--- config.mk ---
export PLATFORM = sky130hd
export DESIGN_NAME = uart_rx
export DESIGN_NICKNAME = d
export VERILOG_FILES = /design/src/rtl/uart_rx.sv
export SDC_FILE = /design/constraint.sdc
export NUM_CORES = 1
export LEC_CHECK = 0
export ABC_AREA = 1
export CELL_PAD_IN_SITES_DETAIL_PLACEMENT = 0
export CELL_PAD_IN_SITES_GLOBAL_PLACEMENT = 1
export CORE_MARGIN = 5
export CORE_UTILIZATION = 47
export CTS_BUF_LIST = sky130_fd_sc_hd__clkbuf_8
export CTS_CLUSTER_DIAMETER = 80
export DETAILED_ROUTE_END_ITERATION = 8
export GPL_TIMING_DRIVEN = 0
export PLACE_DENSITY_LB_ADDON = 0.1
export SYNTH_ARGS = -nofsm -noshare
export SYNTH_HDL_FRONTEND = slang
export SYNTH_SLANG_ARGS = --single-unit
--- constraint.sdc ---
create_clock -name clk -period 3.2 [get_ports clk]
set_input_delay 0.32 -clock clk [delete_from_list [all_inputs] [get_ports clk]]
set_output_delay 0.32 -clock clk [all_outputs]
set_load 0.01 [all_outputs]
--- src/rtl/uart_rx.sv ---
// 8N1 UART receiver, OVERSAMPLE ticks per bit, 3-sample majority vote; rx_valid rises 1 clk after stop mid-sample.
// Backpressure: an unaccepted byte is held; a newer byte arriving meanwhile is dropped with an overrun pulse.
module uart_rx #(
  parameter int DATA_BITS  = 8,
  parameter int OVERSAMPLE = 8
) (
  input  logic                 clk,
  input  logic                 rst_n,
  input  logic                 baud_tick,
  input  logic                 rx_serial,
  output logic [DATA_BITS-1:0] rx_data,
  output logic                 rx_valid,
  input  logic                 rx_ready,
  output logic                 frame_err,
  output logic                 overrun
);

  localparam int M  = OVERSAMPLE / 2;
  localparam int TW = (OVERSAMPLE > 1) ? $clog2(OVERSAMPLE) : 1;
  localparam int BW = (DATA_BITS > 1) ? $clog2(DATA_BITS) : 1;

  localparam logic [TW-1:0] T_LO   = TW'(M - 1);
  localparam logic [TW-1:0] T_MID  = TW'(M);
  localparam logic [TW-1:0] T_DEC  = TW'(M + 1);
  localparam logic [TW-1:0] T_END  = TW'(OVERSAMPLE - 1);
  localparam logic [BW-1:0] B_LAST = BW'(DATA_BITS - 1);

  typedef enum logic [2:0] {
    IDLE,
    START,
    DATA,
    STOP,
    WAIT_HI
  } state_t;

  state_t                 state;
  logic [TW-1:0]          tick_cnt;
  logic [BW-1:0]          bit_cnt;
  logic [DATA_BITS-1:0]   shift_reg;
  logic                   rx_meta;
  logic                   rx_s;
  logic                   samp_a;
  logic                   samp_b;
  logic                   majority;
  logic                   at_decide;
  logic                   deliver;
  logic                   stop_bad;

  assign majority  = (samp_a & samp_b) | (samp_a & rx_s) | (samp_b & rx_s);
  assign at_decide = baud_tick && (tick_cnt == T_DEC);
  assign deliver   = at_decide && (state == STOP) && majority;
  assign stop_bad  = at_decide && (state == STOP) && !majority;

  always_ff @(posedge clk or negedge rst_n) begin
    if (!rst_n) begin
      rx_meta <= 1'b1;
      rx_s    <= 1'b1;
    end else begin
      rx_meta <= rx_serial;
      rx_s    <= rx_meta;
    end
  end

  always_ff @(posedge clk or negedge rst_n) begin
    if (!rst_n) begin
      state     <= IDLE;
      tick_cnt  <= '0;
      bit_cnt   <= '0;
      shift_reg <= '0;
      samp_a    <= 1'b0;
      samp_b    <= 1'b0;
      rx_data   <= '0;
      rx_valid  <= 1'b0;
      frame_err <= 1'b0;
      overrun   <= 1'b0;
    end else begin
      frame_err <= stop_bad;
      overrun   <= 1'b0;

      // A same-cycle accept frees the slot, so the new byte replaces the old one.
      if (deliver) begin
        if (!rx_valid || rx_ready) begin
          rx_data  <= shift_reg;
          rx_valid <= 1'b1;
        end else begin
          overrun  <= 1'b1;
        end
      end else if (rx_valid && rx_ready) begin
        rx_valid <= 1'b0;
      end

      if (baud_tick) begin
        if (tick_cnt == T_LO)  samp_a <= rx_s;
        if (tick_cnt == T_MID) samp_b <= rx_s;

        case (state)
          IDLE: begin
            // The detecting tick is tick 0 of the start bit, so the next one is tick 1.
            if (!rx_s) begin
              state    <= START;
              tick_cnt <= TW'(1);
            end
          end
          START: begin
            if ((tick_cnt == T_DEC) && majority) begin
              state    <= IDLE;
              tick_cnt <= '0;
            end else if (tick_cnt == T_END) begin
              state    <= DATA;
              tick_cnt <= '0;
              bit_cnt  <= '0;
            end else begin
              tick_cnt <= tick_cnt + TW'(1);
            end
          end
          DATA: begin
            if (tick_cnt == T_DEC) shift_reg <= {majority, shift_reg[DATA_BITS-1:1]};
            if (tick_cnt == T_END) begin
              tick_cnt <= '0;
              if (bit_cnt == B_LAST) state <= STOP;
              else                   bit_cnt <= bit_cnt + BW'(1);
            end else begin
              tick_cnt <= tick_cnt + TW'(1);
            end
          end
          STOP: begin
            // Leaving at the decision tick lets the next start edge be caught early.
            if (tick_cnt == T_DEC) begin
              tick_cnt <= '0;
              state    <= majority ? IDLE : WAIT_HI;
            end else begin
              tick_cnt <= tick_cnt + TW'(1);
            end
          end
          WAIT_HI: begin
            if (rx_s) state <= IDLE;
          end
          default: begin
            state    <= IDLE;
            tick_cnt <= '0;
          end
        endcase
      end
    end
  end

endmodule
==> flow_metrics.tcl, run 1 <==
set metrics [dict create \
    fmax_ghz 0.5946 \
    die_h_um 69.64 \
    ctsHoldBuffers 0 \
    fin_cells 270 \
    fin_setup_tns_ns 0 \
    grt_overflow 0 \
    ys_seq_area_frac 0.4805 \
    hold_class "input port to asynchronous set/reset pin" \
    crit_fanout 10 \
    slew_headroom 0.5401 \
    clock_sinks 32 \
    syn_area_per_cell_sq_um 8.275 \
    netlist_instances 202 \
    cp-end-kind "register" \
    die_area_sq_mm 0.004849 \
    cts.clk_slew.worst_paths_ns 0.07 \
    grt_pass1_wl_um 5699 \
    cts_resized 0 \
    drt_pass1_iterations 4 \
    vias 1331 \
    cts_setup_buffers 0 \
    cp.required_ns 3.37 \
    finalSetupViolCount 0 \
    pwr-share-comb 0.381 \
    track_usage 0.1463 \
    netlist_area_sq_mm 0.001672 \
    port_buffers 14 \
    switchingPower_mw 0.5487 \
    synth_top_area_cell "dfrtp_1" \
    switching_share 0.3995 \
    internal_power_mw 0.8247 \
    p_leak_nw 1.035 \
    synthTopCellsByArea "dfrtp_1 (45%), nand2_1 (13%), ha_1 (6.0%)" \
    diodes 0 \
    period_needed_ns 1.682 \
    htree_num_levels 2 \
    drv_slew 0 \
    clk_latency_ns 0.28 \
    initial_utilization 0.4932 \
    detail_route.wl_per_cell_um 11.56 \
    drt_iter0_markers 70 \
    rsz0062_at_grt "false" \
    drcViolationCount 0 \
    p_total_mw 1.373 \
    antenna_found_initial 0 \
    n_fill_cell 304 \
    worst_pin_slew_ns 0.6899 \
    final-seq-area_sq_um 803.3 \
    layout-drive-gt1-share 0.1473 \
    hpwlAfterDp_um 2343 \
    nets 236 \
    ys_types 25 \
    critPathArrivalTime_ns 1.86 \
    start_kind "register" \
    ys.flop_type "dfrtp_1" \
    drt-vias-per-instance 4.930 \
    pin_count 16 \
    core_sq_mm 0.003390 \
    hold_viol 0 \
    synthArstFlopShare 1.000 \
    grt_max_degree 33 \
    fp.dieW_um 69.64 \
    syn_nets 215 \
    yosysTopAreaCellShare 0.4491 \
    power_frac_seq 0.410 \
    synth-seq-cells 32 \
    crit_type "register to register" \
    synth-edff-count 0 \
    num_rows 21 \
    gp_congestion 0.8315 \
    ys_warn_count 0 \
    power_frac_clock 0.209 \
    vdd_drop_max_mv 0.3049 \
    finClkSkew_ns 0.007761 \
    cts_tree "yes" \
    clockBufferDepth 2 \
    cts_buffers 5 \
    syn2layout_area_growth_pct 16.39 \
    multiInputGateArea_sq_um 733.2 \
    maxCapViolCount 0 \
    placed_cells 262 \
    status "finished clean" \
    cts_root_buf "clkbuf_8" \
    ant_nets 0 \
    finalCritPeriodShare 0.5256 \
    routed_wirelength_um 3122 \
    grt_pass1_vias 1295 \
    power_density_mw_per_mm2 705.9 \
]
layer usage:
layer	GRT usage	part of all wire	wire, um	vias to the layer above
met1	0.1689	0.46	1431	621
li1	-	-	-	682
met4	0.07660	0.024	76	0
met2	0.2489	0.47	1478	20
met3	0.03623	0.043	135	8
met5	0	0	0	-
synthesized netlist by cell type, types with 4 or more instances:
| master | count |
|---|---|
| inv_2 | 4 |
| nor2_1 | 17 |
| nand2_1 | 59 |
| inv_1 | 22 |
| dfrtp_1 | 30 |
| ha_1 | 8 |
| o21ai_1 | 6 |
| nand3_1 | 20 |
| o21ai_0 | 5 |
| o21ai_2 | 7 |
cells by family after synthesis:
| logic type | Yosys count | synth area share |
|---|---|---|
| adders and majority gates | 8 | 0.05988 |
| buffers and inverters | 32 | 0.08083 |
| and+or+nand+nor | 108 | 0.2964 |
| DFF | 32 | 0.4805 |
| AOI/OAI and AO/OA | 22 | 0.08233 |
layout by cell type (no fill, tap or decap), types with 3 or more instances in the layout:
master and count:
a21oi_1 3, inv_1 24, o21ai_0 5, nand3_1 20
o21ai_2 7, buf_2 4, nor2_1 17, nand2_2 3
clkdlybuf4s50_1 13, ha_1 8, dfrtp_1 30, inv_2 4
o21ai_1 6, clkbuf_8 5, nand2_1 59
per-stage QoR:
step | area, sq um | setup slack, ns | hold WS [ns] | util
finish | 1946 | 1.518 | 0.07554 | 0.5740
global route | 1946 | 1.375 | 0.1496 | 0.5740
CTS | 1951 | 1.504 | 0.3599 | 0.5755
detailed placement | 1869 | 1.193 | 0.3481 | 0.5515
global placement | 1869 | 1.242 | 0.3464 | 0.5515
floorplan | 1672 | 1.677 | 0.02441 | -
worst max-delay path: stages (launching register included):
cell and delay (ns):
dfrtp_1 0.41, inv_1 0.10, ha_1 0.16, nand2_1 0.10
inv_2 0.09, nand2_2 0.10, nor3_4 0.23, nand2_4 0.11
buf_6 0.17, nand2_2 0.06, o21ai_2 0.04
cell type report:
type,instances,share of cell area
clock inverters,3,0.006431
well taps,46,0.02958
plain buffers,5,0.01736
repair buffers,14,0.06945
multi-input cells,138,0.3768
flip-flops and latches,32,0.4129
clock buffers,5,0.03537
inverters,27,0.05209
power groups by stage:
stage,sequential (mW),combinational [mW],clock (mW)
finish,0.563,0.523,0.286
global route,0.576,0.610,0.314
CTS,0.565,0.529,0.298
detailed placement,0.571,0.528,0
global placement,0.566,0.518,0
floorplan,0.559,0.403,0
path summary, 6_finish.rpt:
path                                    end  slack [ns]  depth (start not counted)   startpoint
min in group clk                       rx_s        0.36                          0      rx_meta
worst min register to register         rx_s        0.36                          0      rx_meta
max in group asynchronous         frame_err        2.68                          1        rst_n
worst max register to register   rx_data[7]        1.52                         10  tick_cnt[1]
worst min-delay path            tick_cnt[2]        0.08                          1        rst_n
worst max-delay path             rx_data[7]        1.52                         10  tick_cnt[1]
Note: power is estimated with default switching activity, not from simulation.
==> run 2, diff against run 1 <==
CORE_UTILIZATION = 40   (was 47)
clock period = 1.5 ns   (was 3.2 ns; I/O delays follow)
==> run 2 against run 1 <==
Effect of this change: the flow now finishes with violations (negative setup slack); global-route usage up 0.21 points; clock skew down 0.0057 ns; non-clock buffer count up 18; hold slack better by 0.15 ns; critical path depth unchanged; sequential cell count unchanged; combinational power rose to 2.6 times the previous value; fmax up 9.3%; sequential share of layout area down 5.8 points; first-iteration DRC count down 43%; highest routed layer unchanged.
==> flow_metrics.tcl, run 2 (synthesis gave the netlist of run 1 again) <==
set metrics [dict create \
    status "complete, but fails checks" \
    violations "negative setup slack" \
    final_common_cell "nand2_1" \
    fp.dieW_um 74.65 \
    grt_pass1_wl_um 6251 \
    rsz0062_at_grt "true" \
    hold_viol 0 \
    routed_wirelength_um 3698 \
    grt_overflow 0 \
    final-seq-area_sq_um 804.5 \
    antenna_found_initial 0 \
    track_usage 0.1483 \
    worstHoldEndpoint "samp_a" \
    nets 254 \
    fmax_ghz 0.6499 \
    gp_congestion 0.8206 \
    syn2layout_area_growth_pct 35.70 \
    hold_class "input port to register" \
    drt_iter0_markers 40 \
    p_leak_nw 1.163 \
    port_buffers 14 \
    drt-vias-per-instance 4.897 \
    r2r_slack_ns -0.04 \
    pin_count 16 \
    diodes 0 \
    period_needed_ns 1.539 \
    finalCritPeriodShare 1.026 \
    grt_pass1_vias 1396 \
    cts_buffers 5 \
    cts_root_buf "clkbuf_8" \
    whs_ns 0.2283 \
    detail_route.wl_per_cell_um 12.71 \
    final.setup.worst_slack_ns -0.03870 \
    r2r-start "tick_cnt[1]" \
    worst_pin_slew_ns 0.7167 \
    die_area_sq_mm 0.005572 \
    htree_num_levels 2 \
    slew_headroom 0.5222 \
    final_cell_mix "nand2_1 (44), dfrtp_1 (29), inv_1 (20)" \
    p_total_mw 3.220 \
    whs_path_depth 2 \
    core_sq_mm 0.004029 \
    grt.met1_usage 0.1789 \
    crit_type "register to register" \
    hpwlAfterDp_um 2503 \
    layout-drive-gt1-share 0.3112 \
    cp.required_ns 1.70 \
    multiInputGateArea_sq_um 857.1 \
    reg2reg_depth 10 \
    vias 1425 \
    pre_cts_ws_ns -0.1602 \
    crit_fanout 6 \
    finalSetupViolCount 13 \
    vdd_drop_max_mv 0.7080 \
    n_fill_cell 367 \
    drv_slew 0 \
    grt_util_met3 0.03204 \
    ant_nets 0 \
    num_rows 23 \
    start_kind "register" \
    hp-start "baud_tick" \
    cp-end-kind "register" \
    clk_latency_ns 0.27 \
    met2_usage 0.2546 \
    gr-max-usage-layer "met2" \
    cts.clk_slew.worst_paths_ns 0.06 \
    maxCapViolCount 0 \
    die_h_um 74.65 \
    power_density_mw_per_mm2 1419 \
    clockBufferDepth 2 \
    critPathArrivalTime_ns 1.74 \
    cts_tree "yes" \
    grt_max_degree 33 \
    drt_pass1_iterations 4 \
    finClkSkew_ns 0.002032 \
    clock_sinks 32 \
    r2r-end "shift_reg[0]" \
    drcViolationCount 0 \
    initial_utilization 0.4149 \
]
==> run 2: area by class of cell <==
class | instances | area share
clock inverters | 2 | 0.003861
repair buffers | 32 | 0.1395
clock buffers | 5 | 0.03034
flip-flops and latches | 32 | 0.3547
plain buffers | 5 | 0.02041
multi-input cells | 138 | 0.3778
well taps | 50 | 0.02758
inverters | 27 | 0.04578
==> run 2: power by group <==
group	switching (mW)	total, mW	internal [mW]	leakage (nW)
registers	0.181	1.24	1.06	0.394
logic	0.822	1.38	0.560	0.723
clock network	0.294	0.601	0.308	0.0452
total	1.30	3.22	1.92	1.16
==> run 2: per-layer routing <==
metal  vias to the layer above  share of wire
met2                        30           0.50
met3                        10          0.043
met5                         -              0
met1                       672           0.42
met4                         0          0.029
li1                        713              -
==> run 2: how the worst max path moves through the flow <==
stage / slack (ns) / startpoint / to
after floorplan: 0.03 / tick_cnt[1] / rx_data[7]
after global placement: -0.34 / rst_n / bit_cnt[0]
after detailed placement: -0.16 / tick_cnt[1] / rx_data[3]
final: -0.04 / tick_cnt[1] / shift_reg[0]
after global routing: -0.11 / tick_cnt[1] / shift_reg[0]
after CTS: -0.02 / tick_cnt[1] / state[0]
==> run 2: timing repair <==
action | 4_1_cts | 5_1_grt
endpoints found under the setup margin | 25 | 24
pin swaps | 4 | 7
buffers inserted | 10 | 5
resized for setup | 24 | 21
gates cloned | 1 | 1
hold buffers | 1 | 0
hold endpoints to repair | 30 | 0
==> run 2: metrics by stage <==
stage                     utilization  instances  cell area [sq um]  TNS (ns)
after detailed placement       0.4640        266               1869    -2.199
after floorplan                     -        202               1672         0
after CTS                      0.5329        285               2147   -0.1051
final                          0.5630        291               2268   -0.1911
after global routing           0.5630        291               2268    -1.759
after global placement         0.4652        266               1874    -11.61
==> run 2: worst max-delay path, cell delays in order (launching register included) <==
cell and delay [ns]:
dfrtp_1 0.39, inv_2 0.09, ha_4 0.14, nand2_4 0.06
inv_4 0.08, nand2_4 0.05, buf_4 0.15, nor2_4 0.20
buf_4 0.16, nand2_1 0.07, o21ai_2 0.07
==> run 3, diff against run 2 <==
ABC_AREA = 0   (was 1)
CORE_ASPECT_RATIO = 1.2   (was not set)
CORE_UTILIZATION = 43   (was 40)
SLEW_MARGIN = 20   (was not set)
==> run 3 against run 2 <==
Effect of this change: the run still ends with negative setup slack left; critical path depth decreased by 4; die area is 8.5% lower; sequential power is 14% lower; power is 3.2% lower; combinational power decreased by 4%; via count is 21% lower; count of clock-buffer cells in the layout is 2 higher; global-route usage decreased by 0.76 points; hold slack improved by 0.050 ns; critical path type unchanged; largest power group unchanged.
==> flow_metrics.tcl, run 3 <==
set metrics [dict create \
    finalSetupViolCount 24 \
    vias 1127 \
    hold_class "input port to register" \
    grt_pass1_vias 1169 \
    status "complete, but fails checks" \
    final_common_cell "dfrtp_1" \
    internal_power_mw 2.065 \
    crit_type "register to register" \
    nets 185 \
    htree_num_levels 2 \
    pwr-share-comb 0.428 \
    synth_top_area_cell "dfrtp_1" \
    layout-drive-gt1-share 0.5407 \
    final.setup.worst_slack_ns -0.3473 \
    wl_met1_um 1372 \
    violations "negative setup slack" \
    antenna_found_initial 0 \
    port_buffers 14 \
    track_usage 0.1407 \
    hold_viol 0 \
    period_needed_ns 1.847 \
    critPathArrivalTime_ns 2.01 \
    drcViolationCount 0 \
    maxCapViolCount 0 \
    core_sq_mm 0.003633 \
    diodes 0 \
    synthTopCellsByArea "dfrtp_1 (46%), mux2_4 (7.4%), ha_1 (6.2%)" \
    cts_buffers 5 \
    detail_route.wl_per_cell_um 15.25 \
    worst_pin_slew_ns 0.6947 \
    vdd_drop_max_mv 0.8105 \
    netlist_area_sq_mm 0.001619 \
    ys_seq_area_frac 0.4961 \
    wl_met2_um 1856 \
    power_density_mw_per_mm2 1330 \
    p_leak_nw 1.071 \
    die_h_um 77.22 \
    grt_overflow 0 \
    yosysTopAreaCellShare 0.4637 \
    power_frac_clock 0.229 \
    syn2layout_area_growth_pct 44.75 \
    initial_utilization 0.4456 \
    fp.dieW_um 66.02 \
    p_total_mw 3.116 \
    netlist_instances 126 \
    fmax_ghz 0.5413 \
    clockBufferDepth 2 \
    final_cell_mix "dfrtp_1 (28), buf_4 (18), mux2_4 (16)" \
    crit_fanout 2 \
    die_area_sq_mm 0.005098 \
    drt-vias-per-instance 5.031 \
    drt_iter0_markers 54 \
    synthArstFlopShare 1.000 \
    clock_sinks 32 \
    slew_headroom 0.5369 \
    start_kind "register" \
    finalCritPeriodShare 1.232 \
    synth-edff-count 0 \
    ys_types 36 \
    path_cells "ha_2, ha_4, or4b_4, o31ai_4, a211oi_2, mux2_1" \
    met3WireLength_um 125 \
    cts.clk_slew.worst_paths_ns 0.07 \
    finClkSkew_ns 0.002549 \
    drv_slew 0 \
    ant_nets 0 \
    cp-end-kind "register" \
    pin_count 16 \
    whs_ns 0.2782 \
    drt_pass1_iterations 4 \
    ys_warn_count 0 \
    gp_congestion 0.7812 \
    hpwlAfterDp_um 1993 \
    cts_root_buf "clkbuf_8" \
    grt_max_degree 33 \
    num_rows 24 \
    rsz0062_at_grt "true" \
    synth-seq-cells 32 \
    grt_pass1_wl_um 5554 \
    switching_share 0.3373 \
    routed_wirelength_um 3416 \
    ys.flop_type "dfrtp_1" \
    top_layer "met4" \
    syn_area_per_cell_sq_um 12.85 \
    critPathSlowestCell "or4b_4" \
    synth.most_common_cell "dfrtp_1" \
    syn_nets 139 \
    crit_path_max_incr_delay_ns 0.50 \
    clk_latency_ns 0.28 \
    power_frac_seq 0.343 \
    cts_tree "yes" \
    cp.required_ns 1.66 \
    synth_common_cells "dfrtp_1 (30), ha_1 (8), mux2_4 (8)" \
    switchingPower_mw 1.051 \
]
[run 3: cell types whose count changed in the layout (fill, tap and decap cells not counted), moves of 6 or more]
cell | before | now
buf_6 | 4 | 10
mux2_4 | 0 | 16
nor2_1 | 17 | 5
inv_1 | 20 | 2
nand2_1 | 44 | 7
nand3_1 | 18 | 2
buf_4 | 12 | 18
o21ai_2 | 8 | 1
o21ai_1 | 6 | 0
nand2_2 | 11 | 0
nand2_4 | 8 | 0
[run 3: final timing paths]
path / start / end / slack, ns / cells after the start
setup / recovery: bit_cnt[0] / state[0] / -0.35 / 6
hold / removal: rx_serial / rx_meta / 0.28 / 1
setup reg to reg: bit_cnt[0] / state[0] / -0.35 / 6
hold reg to reg: rx_meta / rx_s / 0.36 / 0
max in group asynchronous: rst_n / tick_cnt[0] / 0.55 / 2
min in group asynchronous: rst_n / rx_data[1] / 0.46 / 2
[run 3: cells by family (layout without fill, tap and decap cells)]
kind of cell,Yosys count,count (layout),synth area share
simple gates,34,34,0.1291
mux,21,21,0.1646
buf+inv,10,56,0.04018
flops,32,32,0.4961
compound gates,19,19,0.09583
xor+xnor,1,1,0.005411
fa+ha+maj,9,9,0.06878
[run 3: power groups by stage]
stage / Sequential [mW] / Clock (mW) / Combinational (mW)
2_1_floorplan: 1.05 / 0 / 0.604
5_1_grt: 1.08 / 0.771 / 1.44
4_1_cts: 1.05 / 0.723 / 1.02
3_3_place_gp: 1.07 / 0 / 0.743
3_5_place_dp: 1.07 / 0 / 0.758
6_report: 1.07 / 0.713 / 1.33
[run 3: routing by layer]
layer,GRT usage,vias to the layer above
met5,0,-
met4,0.08130,0
met3,0.03655,5
met2,0.2146,21
met1,0.1770,560
li1,-,541
[run 3: timing repair]
item / 4_1_cts / 5_1_grt
setup buffers: 15 / 10
hold buffers: 1 / 0
pin swaps: 12 / 12
gates resized for setup: 19 / 21
hold endpoints to repair: 30 / 0
endpoints found under the setup margin: 25 / 25
[run 3: critical path, delay by kind of cell (launching register included)]
kind | cells | cell delay (ns)
simple gates | 1 | 0.50
fa+ha+maj | 2 | 0.36
flops | 1 | 0.39
mux | 1 | 0.32
compound gates | 2 | 0.17
[run 3: layout make-up]
class	instances	area (sq um)
Sequential cell	32	805.8
Timing Repair Buffer	40	362.8
Inverter	4	17.52
Clock buffer	7	96.34
Tap cell	52	65.06
Fill cell	266	1290
Multi-Input combinational cell	84	953.4
Buffer	5	42.54
[run 3: through the flow]
step	utilization	TNS, ns	worst slack [ns]	instance area [sq um]	instances
3_5_place_dp	0.5200	-6.008	-0.4258	1889	192
2_1_floorplan	-	-3.000	-0.2817	1689	126
6_report	0.6450	-5.343	-0.3473	2344	224
4_1_cts	0.5988	-3.649	-0.3430	2176	214
3_3_place_gp	0.5214	-15.10	-0.4255	1894	192
5_1_grt	0.6450	-6.858	-0.4328	2344	224
